[src/rtl/mem_bus_arbiter.sv]
// Shares one single-port memory bus between the fetch and data ports of the pipeline.
// Data wins ties; the two ports alternate on back-to-back traffic, so a waiting fetch is always served next.
module mem_bus_arbiter #(
  parameter int ADDR_W = 32,
  parameter int DATA_W = 32,
  parameter int SEL_W  = DATA_W / 8
) (
  input  logic              clk,
  input  logic              rst,
  input  logic              if_req_i,
  input  logic [ADDR_W-1:0] if_addr_i,
  output logic [DATA_W-1:0] if_inst_o,
  output logic              if_ack_o,
  input  logic              mem_req_i,
  input  logic              mem_we_i,
  input  logic [SEL_W-1:0]  mem_sel_i,
  input  logic [ADDR_W-1:0] mem_addr_i,
  input  logic [DATA_W-1:0] mem_wdata_i,
  output logic [DATA_W-1:0] mem_rdata_o,
  output logic              mem_ack_o,
  input  logic              flush_i,
  output logic              bus_req_o,
  output logic              bus_we_o,
  output logic [SEL_W-1:0]  bus_sel_o,
  output logic [ADDR_W-1:0] bus_addr_o,
  output logic [DATA_W-1:0] bus_wdata_o,
  input  logic [DATA_W-1:0] bus_rdata_i,
  input  logic              bus_ack_i,
  output logic [1:0]        grant_o,
  output logic              stallreq_if_o,
  output logic              stallreq_mem_o
);

  typedef enum logic [1:0] {IDLE, BUSY_IF, BUSY_MEM} state_t;

  state_t state, state_nxt;
  logic   drop, drop_nxt;
  logic   load_if, load_mem;

  always_ff @(posedge clk or posedge rst) begin
    if (rst) begin
      state <= IDLE;
      drop  <= 1'b0;
    end else begin
      state <= state_nxt;
      drop  <= drop_nxt;
    end
  end

  // A fetch is never re-granted on its own ack cycle; a data ack hands straight over to a waiting fetch.
  always_comb begin
    state_nxt = state;
    load_if   = 1'b0;
    load_mem  = 1'b0;
    case (state)
      IDLE: begin
        if (mem_req_i) begin
          state_nxt = BUSY_MEM;
          load_mem  = 1'b1;
        end else if (if_req_i && !flush_i) begin
          state_nxt = BUSY_IF;
          load_if   = 1'b1;
        end
      end
      BUSY_IF: begin
        if (bus_ack_i) begin
          if (mem_req_i) begin
            state_nxt = BUSY_MEM;
            load_mem  = 1'b1;
          end else begin
            state_nxt = IDLE;
          end
        end
      end
      BUSY_MEM: begin
        if (bus_ack_i) begin
          if (if_req_i && !flush_i) begin
            state_nxt = BUSY_IF;
            load_if   = 1'b1;
          end else begin
            state_nxt = IDLE;
          end
        end
      end
      default: state_nxt = IDLE;
    endcase
  end

  // A flushed fetch still runs to completion on the bus, but its ack is swallowed.
  assign drop_nxt = (state == BUSY_IF) && !bus_ack_i && (drop || flush_i);

  always_ff @(posedge clk or posedge rst) begin
    if (rst) begin
      bus_we_o    <= 1'b0;
      bus_sel_o   <= '0;
      bus_addr_o  <= '0;
      bus_wdata_o <= '0;
    end else if (load_mem) begin
      bus_we_o    <= mem_we_i;
      bus_sel_o   <= mem_sel_i;
      bus_addr_o  <= mem_addr_i;
      bus_wdata_o <= mem_wdata_i;
    end else if (load_if) begin
      bus_we_o    <= 1'b0;
      bus_sel_o   <= '1;
      bus_addr_o  <= if_addr_i;
      bus_wdata_o <= '0;
    end
  end

  assign bus_req_o = (state != IDLE);
  assign grant_o   = {state == BUSY_MEM, state == BUSY_IF};

  assign if_ack_o    = (state == BUSY_IF) && bus_ack_i && !drop && !flush_i;
  assign if_inst_o   = if_ack_o ? bus_rdata_i : '0;
  assign mem_ack_o   = (state == BUSY_MEM) && bus_ack_i;
  assign mem_rdata_o = (mem_ack_o && !bus_we_o) ? bus_rdata_i : '0;

  assign stallreq_if_o  = if_req_i & ~if_ack_o;
  assign stallreq_mem_o = mem_req_i & ~mem_ack_o;

endmodule
[config.mk]
export PLATFORM = sky130hd
export DESIGN_NAME = mem_bus_arbiter
export DESIGN_NICKNAME = d
export VERILOG_FILES = /design/src/rtl/mem_bus_arbiter.sv
export SDC_FILE = /design/constraint.sdc
export NUM_CORES = 1
export LEC_CHECK = 0
export ABC_AREA = 1
export ABC_CLOCK_PERIOD_IN_PS = 5500
export CORE_AREA = 2 2 107 109
export CTS_CLUSTER_SIZE = 12
export DETAILED_ROUTE_END_ITERATION = 8
export DIE_AREA = 0 0 109 111
export MAX_ROUTING_LAYER = met4
export PLACE_DENSITY = 0.88
export SYNTH_ARGS = -nofsm -noshare
export SYNTH_HDL_FRONTEND = slang
export SYNTH_SLANG_ARGS = --single-unit
[constraint.sdc]
create_clock -name clk -period 5.5 [get_ports clk]
set_input_delay 0.825 -clock clk [delete_from_list [all_inputs] [get_ports clk]]
set_output_delay 0.825 -clock clk [all_outputs]
set_load 0.02 [all_outputs]
Word-level counts from Yosys, hierarchy flattened

Index checks and enable logic that the tools add are counted.
W data, S select, Z words.

Register bits: 72
Bits of input ports: 139
Output and inout bits: 140
Word-level logic and storage cells: 56

Eq/ne operators: 5
Muxes and demuxes: 24
Bitwise operators: 4
Reductions and logical operators: 17

Operator list:

| kind                 | count |
|---|---|
| $mux W32             | 6 |
| $mux W2              | 5 |
| $logic_and A1 B1 Y1  | 8 |
| $mux W1              | 8 |
| $mux W4              | 2 |
| $pmux W2 S3          | 1 |
| $logic_not A1 Y1     | 4 |
| $ne A2 B2 Y1 const B | 2 |
| $pmux W1 S2          | 2 |
| $reduce_bool A2 Y1   | 2 |
| $ne A3 B3 Y1 const B | 1 |
| $reduce_and A3 Y1    | 1 |
| $and A1 B1 Y1        | 2 |
| $eq A2 B1 Y1 const B | 1 |
| $eq A2 B2 Y1 const B | 1 |
| $logic_not A2 Y1     | 1 |
| $not A1 Y1           | 2 |
| $logic_or A1 B1 Y1   | 1 |

Depth between registers and ports, before layout

Gate-level depths: netlist of the first run.

Depth in word-level cells: 7
Gate-level depth with buffers: 8
Gate-level depth less buffers: 7

Least setup slack after synthesis of the first run

No wires, ideal clock.

Path type: input-to-output
Start: input port bus_ack_i
End: output port mem_rdata_o[10]
Arrival: 1.668 ns
Data required time: 4.675 ns
Path slack: 3.007 ns
Cell stages on the path: 5
Path buffers: 2
Cells stage by stage: nand3_2 or2_1 buf_2 buf_6 nor2_1

Longest elaborated chain between the ends: 3

RTL lines:

| element             | line | source |
|---|---|---|
| from (decl)         | 28   | `input logic bus_ack_i,` |
| $logic_and A1 B1 Y1 | 116  | `assign mem_ack_o = (state == BUSY_MEM) && bus_ack_i;` |
| $logic_and A1 B1 Y1 | 117  | `assign mem_rdata_o = (mem_ack_o && !bus_we_o) ? bus_rdata_i : '0;` |
| $mux W32            | 117  |  |
| to (decl)           | 19   | `output logic [DATA_W-1:0] mem_rdata_o,` |

Every way passes these cells.

Final worst setup path of the first run

Start: input port flush_i
End: output port if_inst_o[26]

Longest elaborated chain between the ends: 3

RTL lines:

| element             | line | source |
|---|---|---|
| from (decl)         | 21   | `input logic flush_i,` |
| $logic_not A1 Y1    | 114  | `assign if_ack_o = (state == BUSY_IF) && bus_ack_i && !drop && !flush_i;` |
| $logic_and A1 B1 Y1 | 114  |  |
| $mux W32            | 115  | `assign if_inst_o = if_ack_o ? bus_rdata_i : '0;` |
| to (decl)           | 12   | `output logic [DATA_W-1:0] if_inst_o,` |

Every way passes these cells.

==> out/metrics.csv, run 1 <==
metric,value,unit
largest net degree at the start of global routing,73,
Vias,4382,
final std cells w/o fill,948,
Yosys Warn Count,0,
Total GRT Usage,0.231,
number of cells on the critical path,5,
die width,109,um
H-tree Lvls,3,
worst-path maximum fanout,33,
Synth Area per Inst,7.02,um2
Worst Path Buf+Inv,2,
wl on met1,5300,um
sum of negative setup slack,0,ns
top sig layer,met4,
post-synthesis cell type count,19,
Root Buffer,clkbuf_16,
met3 wire len,1130,um
CTS Buf Count,9,
Clock Skews,0.00536,ns
Post-CTS Setup Inserts,0,
fin nets,939,
Final setup viols,0,
cell family with most CP delay,simple AND/OR/NAND/NOR gates,
sequential-to-total area share from yosys stat,0.472,
Iter 0 DRT Violations,186,
Hold Crit Class,flop to flop,
DIE AREA,12100,um2
Slew HR,0.206,
Max Transition Viols Final,0,
synthesized net count,683,
Initial Util,0.345,
post-cts resize count,0,
Routed WL,13700,um
worst-case reg-to-reg path depth,5,
grt ovf,0,
Port Buffers,278,
CP Capture Type,output port,
Setup crit start kind,input port,
measured slew at the worst slew-check pin,1.19,ns
Core ar.,11100,um2
via/cell ratio,4.62,
vias in the first global route,4271,
CTS clock-pin slew for the worst setup and hold paths,0.06,ns
Tcrit/Tclk final,0.748,
CTS tree,yes,
Final Hold Vio Count,0,
Power Density,394,nW/um2
routed len/inst,14.5,um
diodes inserted,0,
Final ANT Viol Nets,0,
Leak,3.43,nW
CP required,4.68,ns
Post-Place Cells,932,
# IOs,279,
hold depth,2,
Max-cap violations,0,
#FFs+latches synth,72,
kind of critical path,input port to output port,
Crit-path slowest cell,nand3_1,
cell-by-cell trace of the critical path,"clkdlybuf4s50_1, nor2_1, nand3_1, nor2_1, clkdlybuf4s50_1",
Critical Path AT,3.29,ns
mapped cell area,3820,um2
die height,111,um
metal2 WL,6790,um
minimum clock period,4.11,ns
num rows,39,
"commonest cells after routing, fill and taps aside","clkdlybuf4s50_1 (278), nand2_1 (208), nand3_1 (102)",
clock insertion delay at the later pin of the skew report,0.33,ns
RSZ-0062 raised after global routing,no,
first-pass GRT wire length,21400,um
Clock Sinks,72,
Area Growth Syn to Fin,82.5,%
Detail Placement HPWL,10200,um
# DRC,0,
Peak supply drop,0.273,mV
Syn Inst Count,544,
drt pass-1 iters,4,
max frequency,243,MHz
antenna violations before repair,0,
"commonest non-fill, non-tap cell in the layout",clkdlybuf4s50_1,
GP Congestion,0.828,
outcome,"complete, no violations",
Hold Buf Count CTS,0,
max incr delay on CP,0.82,ns
Clock Tree Buf Depth,2,
layout cells sized above 1,0.0373,
cells by family after synthesis:
group / share of synthesized area
compound gates: 0.00131
flops: 0.472
buf+inv: 0.0972
simple gates: 0.430
worst paths after layout:
kind / startpoint / endpoint / slack (ns)
setup / recovery: flush_i / if_inst_o[26] / 1.39
hold / removal: drop$_DFF_PP0_ / drop$_DFF_PP0_ / 0.49
setup reg to reg: state[1]$_DFFE_PP0P_ / bus_we_o$_DFFE_PP0P_ / 2.74
hold reg to reg: drop$_DFF_PP0_ / drop$_DFF_PP0_ / 0.49
max in group asynchronous: rst / bus_addr_o[24]$_DFFE_PP0P_ / 3.83
min in group asynchronous: rst / bus_addr_o[27]$_DFFE_PP0P_ / 1.10
layer usage:
| layer | GRT usage | vias up |
|---|---|---|
| li1 | - | 2179 |
| met1 | 0.250 | 1985 |
| met4 | 0.105 | 0 |
| met3 | 0.0588 | 34 |
| met2 | 0.391 | 184 |
| met5 | - | - |
worst reg2reg max path: stages, from the launching register on:
cell	delay (ns)
dfrtp_1	0.45
nor2_4	0.67
nand2_4	0.44
inv_1	0.88
nand2_1	0.15
nand2_1	0.11
sequential cells by signal (all words and copies together), names as in the netlist:
register / cells
bus_we_o: 1
state: 2
bus_sel_o: 4
bus_wdata_o: 32
bus_addr_o: 32
drop: 1
cell type report:
class / count / area (um2)
Clock inverter: 7 / 144
Multi-Input combinational cell: 392 / 1650
Timing Repair Buffer: 282 / 2810
Inverter: 43 / 163
Clock buffer: 9 / 225
Tap cell: 143 / 179
Sequential cell: 72 / 1800
Fill cell: 968 / 4100
metrics by stage:
stage / cell area [um2] / utilization / total power [mW] / hold WS [ns] / setup slack [ns]
after global routing: 6970 / 0.630 / 2.89 / 0.525 / 1.22
after global placement: 6600 / 0.596 / 2.02 / 0.477 / 1.55
final: 6970 / 0.630 / 2.75 / 0.491 / 1.39
after detailed placement: 6600 / 0.596 / 2.05 / 0.482 / 1.41
after CTS: 6970 / 0.630 / 2.77 / 0.496 / 1.41
after floorplan: 3820 / - / 1.43 / 0.462 / 2.85
cells in the mapped netlist:
master,count,area (um2)
nand3_2,1,10.0
buf_6,3,33.8
nand2_1,208,781
clkbuf_1,2,7.51
nor3_1,1,5.00
or2_2,3,18.8
nor2_1,69,259
buf_2,27,135
nand2_2,2,12.5
inv_1,43,161
nand3_1,102,510
o21ai_0,1,5.00
or2_1,1,6.26
dfrtp_1,72,1800
or2_0,1,6.26
nor2_4,1,11.3
nand2_4,2,22.5
buf_4,4,30.0
buf_1,1,3.75
where the power goes:
part	switching (mW)	leakage (nW)	total [mW]	internal [mW]
logic	0.655	2.36	1.22	0.563
clock network	0.228	0.172	0.718	0.490
registers	0.102	0.897	0.813	0.711
(Power assumes the default switching activity.)
==> run 2: changes to the inputs <==
Settings changed: ABC_CLOCK_PERIOD_IN_PS 5500 to 3600, CORE_AREA 2 2 107 109 to unset, CORE_ASPECT_RATIO set to 1.25, CORE_UTILIZATION set to 31, DIE_AREA 0 0 109 111 to unset, PLACE_DENSITY 0.88 to 0.83.
Clock period 5.5 ns to 3.6 ns, I/O delays scaled along.
==> run 2 against run 1 <==
Flip-flop and latch count is the same; count of clock-buffer cells in the layout up 1; first-iteration DRC count is 9.1% lower; die area rose by 5.6%; global-route usage fell by 2.1 points; critical path depth did not move; sequential power is 53% higher; final cell count up 2.7%; critical endpoint is now mem_rdata_o[13]; worst hold slack gained 0.0043 ns.
==> out/metrics.csv, run 2 (synthesis gave the netlist of run 1 again) <==
metric,value,unit
outcome,"complete, no violations",
grt ovf,0,
Final setup viols,0,
die height,126,um
Routed WL,13600,um
total power,4.14,mW
fin nets,944,
"commonest non-fill, non-tap cell in the layout",clkdlybuf4s50_1,
Hold EP,bus_wdata_o[20]$_DFFE_PP0P_,
switching power,1.49,mW
Iter 0 DRT Violations,169,
clock insertion delay at the later pin of the skew report,0.32,ns
hold depth,2,
Max-cap violations,0,
Max Transition Viols Final,0,
Clock Skews,0.00571,ns
sum of negative setup slack,0,ns
Clock Sinks,72,
top flop regs,"bus_addr_o (32), bus_wdata_o (32), bus_sel_o (4)",
post-cts resize count,0,
reg2reg start,state[0]$_DFFE_PP0P_,
num rows,45,
# DRC,0,
Tcrit/Tclk final,0.887,
GRT busiest layer,met2,
CP required,3.06,ns
GRT met3 Usage,0.0272,
CTS clock-pin slew for the worst setup and hold paths,0.06,ns
Slew HR,0.343,
CTS Buf Count,9,
layout cells sized above 1,0.0432,
Fillers,1078,
first-pass GRT wire length,20200,um
GP Congestion,0.830,
Leak,3.46,nW
Port Buffers,278,
max frequency,313,MHz
Total GRT Usage,0.210,
Root Buffer,clkbuf_16,
"commonest cells after routing, fill and taps aside","clkdlybuf4s50_1 (278), nand2_1 (208), nand3_1 (102)",
minimum clock period,3.19,ns
CP Capture Type,output port,
met1 Track Usage GR,0.263,
Hold Crit Class,flop to flop,
Area Growth Syn to Fin,84.1,%
drt pass-1 iters,4,
# IOs,279,
worst-case reg-to-reg path depth,7,
Core ar.,12100,um2
DIE AREA,12800,um2
Critical Path AT,2.65,ns
Post-CTS Setup Inserts,0,
via/cell ratio,4.49,
antenna violations before repair,0,
vias in the first global route,4000,
Setup crit start kind,input port,
Final Hold Vio Count,0,
Clk network pwr share,0.251,
flop2flop setup slack,1.66,ns
largest net degree at the start of global routing,47,
Final ANT Viol Nets,0,
Power Density,589,nW/um2
Critical path origin,bus_ack_i,
die width,101,um
Clock Tree Buf Depth,2,
Gate power share,0.450,
routed len/inst,14.0,um
worst-path maximum fanout,32,
worst flop-to-flop path endpoint,bus_addr_o[19]$_DFFE_PP0P_,
Sw Share,0.360,
Peak supply drop,0.332,mV
kind of critical path,input port to output port,
Initial Util,0.316,
M2 GR Usage,0.333,
Hold Path Origin,bus_wdata_o[20]$_DFFE_PP0P_,
RSZ-0062 raised after global routing,no,
P_int,2.65,mW
Vias,4373,
CTS tree,yes,
diodes inserted,0,
H-tree Lvls,3,
Detail Placement HPWL,10200,um
Hold Buf Count CTS,0,
measured slew at the worst slew-check pin,0.986,ns
part of the power in registers,0.299,
## run 2: metal layers
layer  part of all wire  up-vias
met5                  0        -
li1                   -     2195
met4              0.027        0
met3              0.056       35
met2               0.48      187
met1               0.44     1956
## run 2: worst max-delay path, cell delays in order
cell	delay [ns]
clkdlybuf4s50_1	0.53
nand3_2	0.13
or2_1	0.57
nor2_1	0.23
clkdlybuf4s50_1	0.64
## run 2: area by class of cell
| type | instances | area (um2) | area share |
|---|---|---|---|
| Clock buffer | 10 | 239 | 0.0340 |
| Timing Repair Buffer | 287 | 2860 | 0.407 |
| Clock inverter | 6 | 115 | 0.0164 |
| Inverter | 43 | 161 | 0.0229 |
| Sequential cell | 72 | 1800 | 0.256 |
| Tap cell | 164 | 205 | 0.0292 |
| Multi-Input combinational cell | 392 | 1650 | 0.234 |
## run 2: power by group through the flow
stage / clock network, mW / logic [mW] / registers, mW
finish: 1.04 / 1.87 / 1.24
global route: 1.10 / 2.00 / 1.27
CTS: 1.06 / 1.88 / 1.24
detailed placement: 0 / 1.87 / 1.25
global placement: 0 / 1.85 / 1.24
floorplan: 0 / 0.592 / 1.59
## run 2: stage by stage
step	util	worst slack, ns	hold WS (ns)	area, um2	cells
floorplan	-	1.24	0.462	3820	544
global placement	0.552	0.511	0.479	6680	958
detailed placement	0.552	0.429	0.487	6680	958
CTS	0.581	0.427	0.499	7030	974
global route	0.581	0.222	0.515	7030	974
finish	0.581	0.407	0.495	7030	974
## run 2: worst max-delay path by stage
stage / to / slack, ns / cells past startpoint
final: mem_rdata_o[13] / 0.41 / 5
after floorplan: bus_addr_o[0]$_DFFE_PP0P_ / 1.24 / 1
after detailed placement: mem_rdata_o[13] / 0.43 / 5
after global routing: mem_rdata_o[14] / 0.22 / 5
after CTS: mem_rdata_o[13] / 0.43 / 5
after global placement: mem_rdata_o[9] / 0.51 / 5
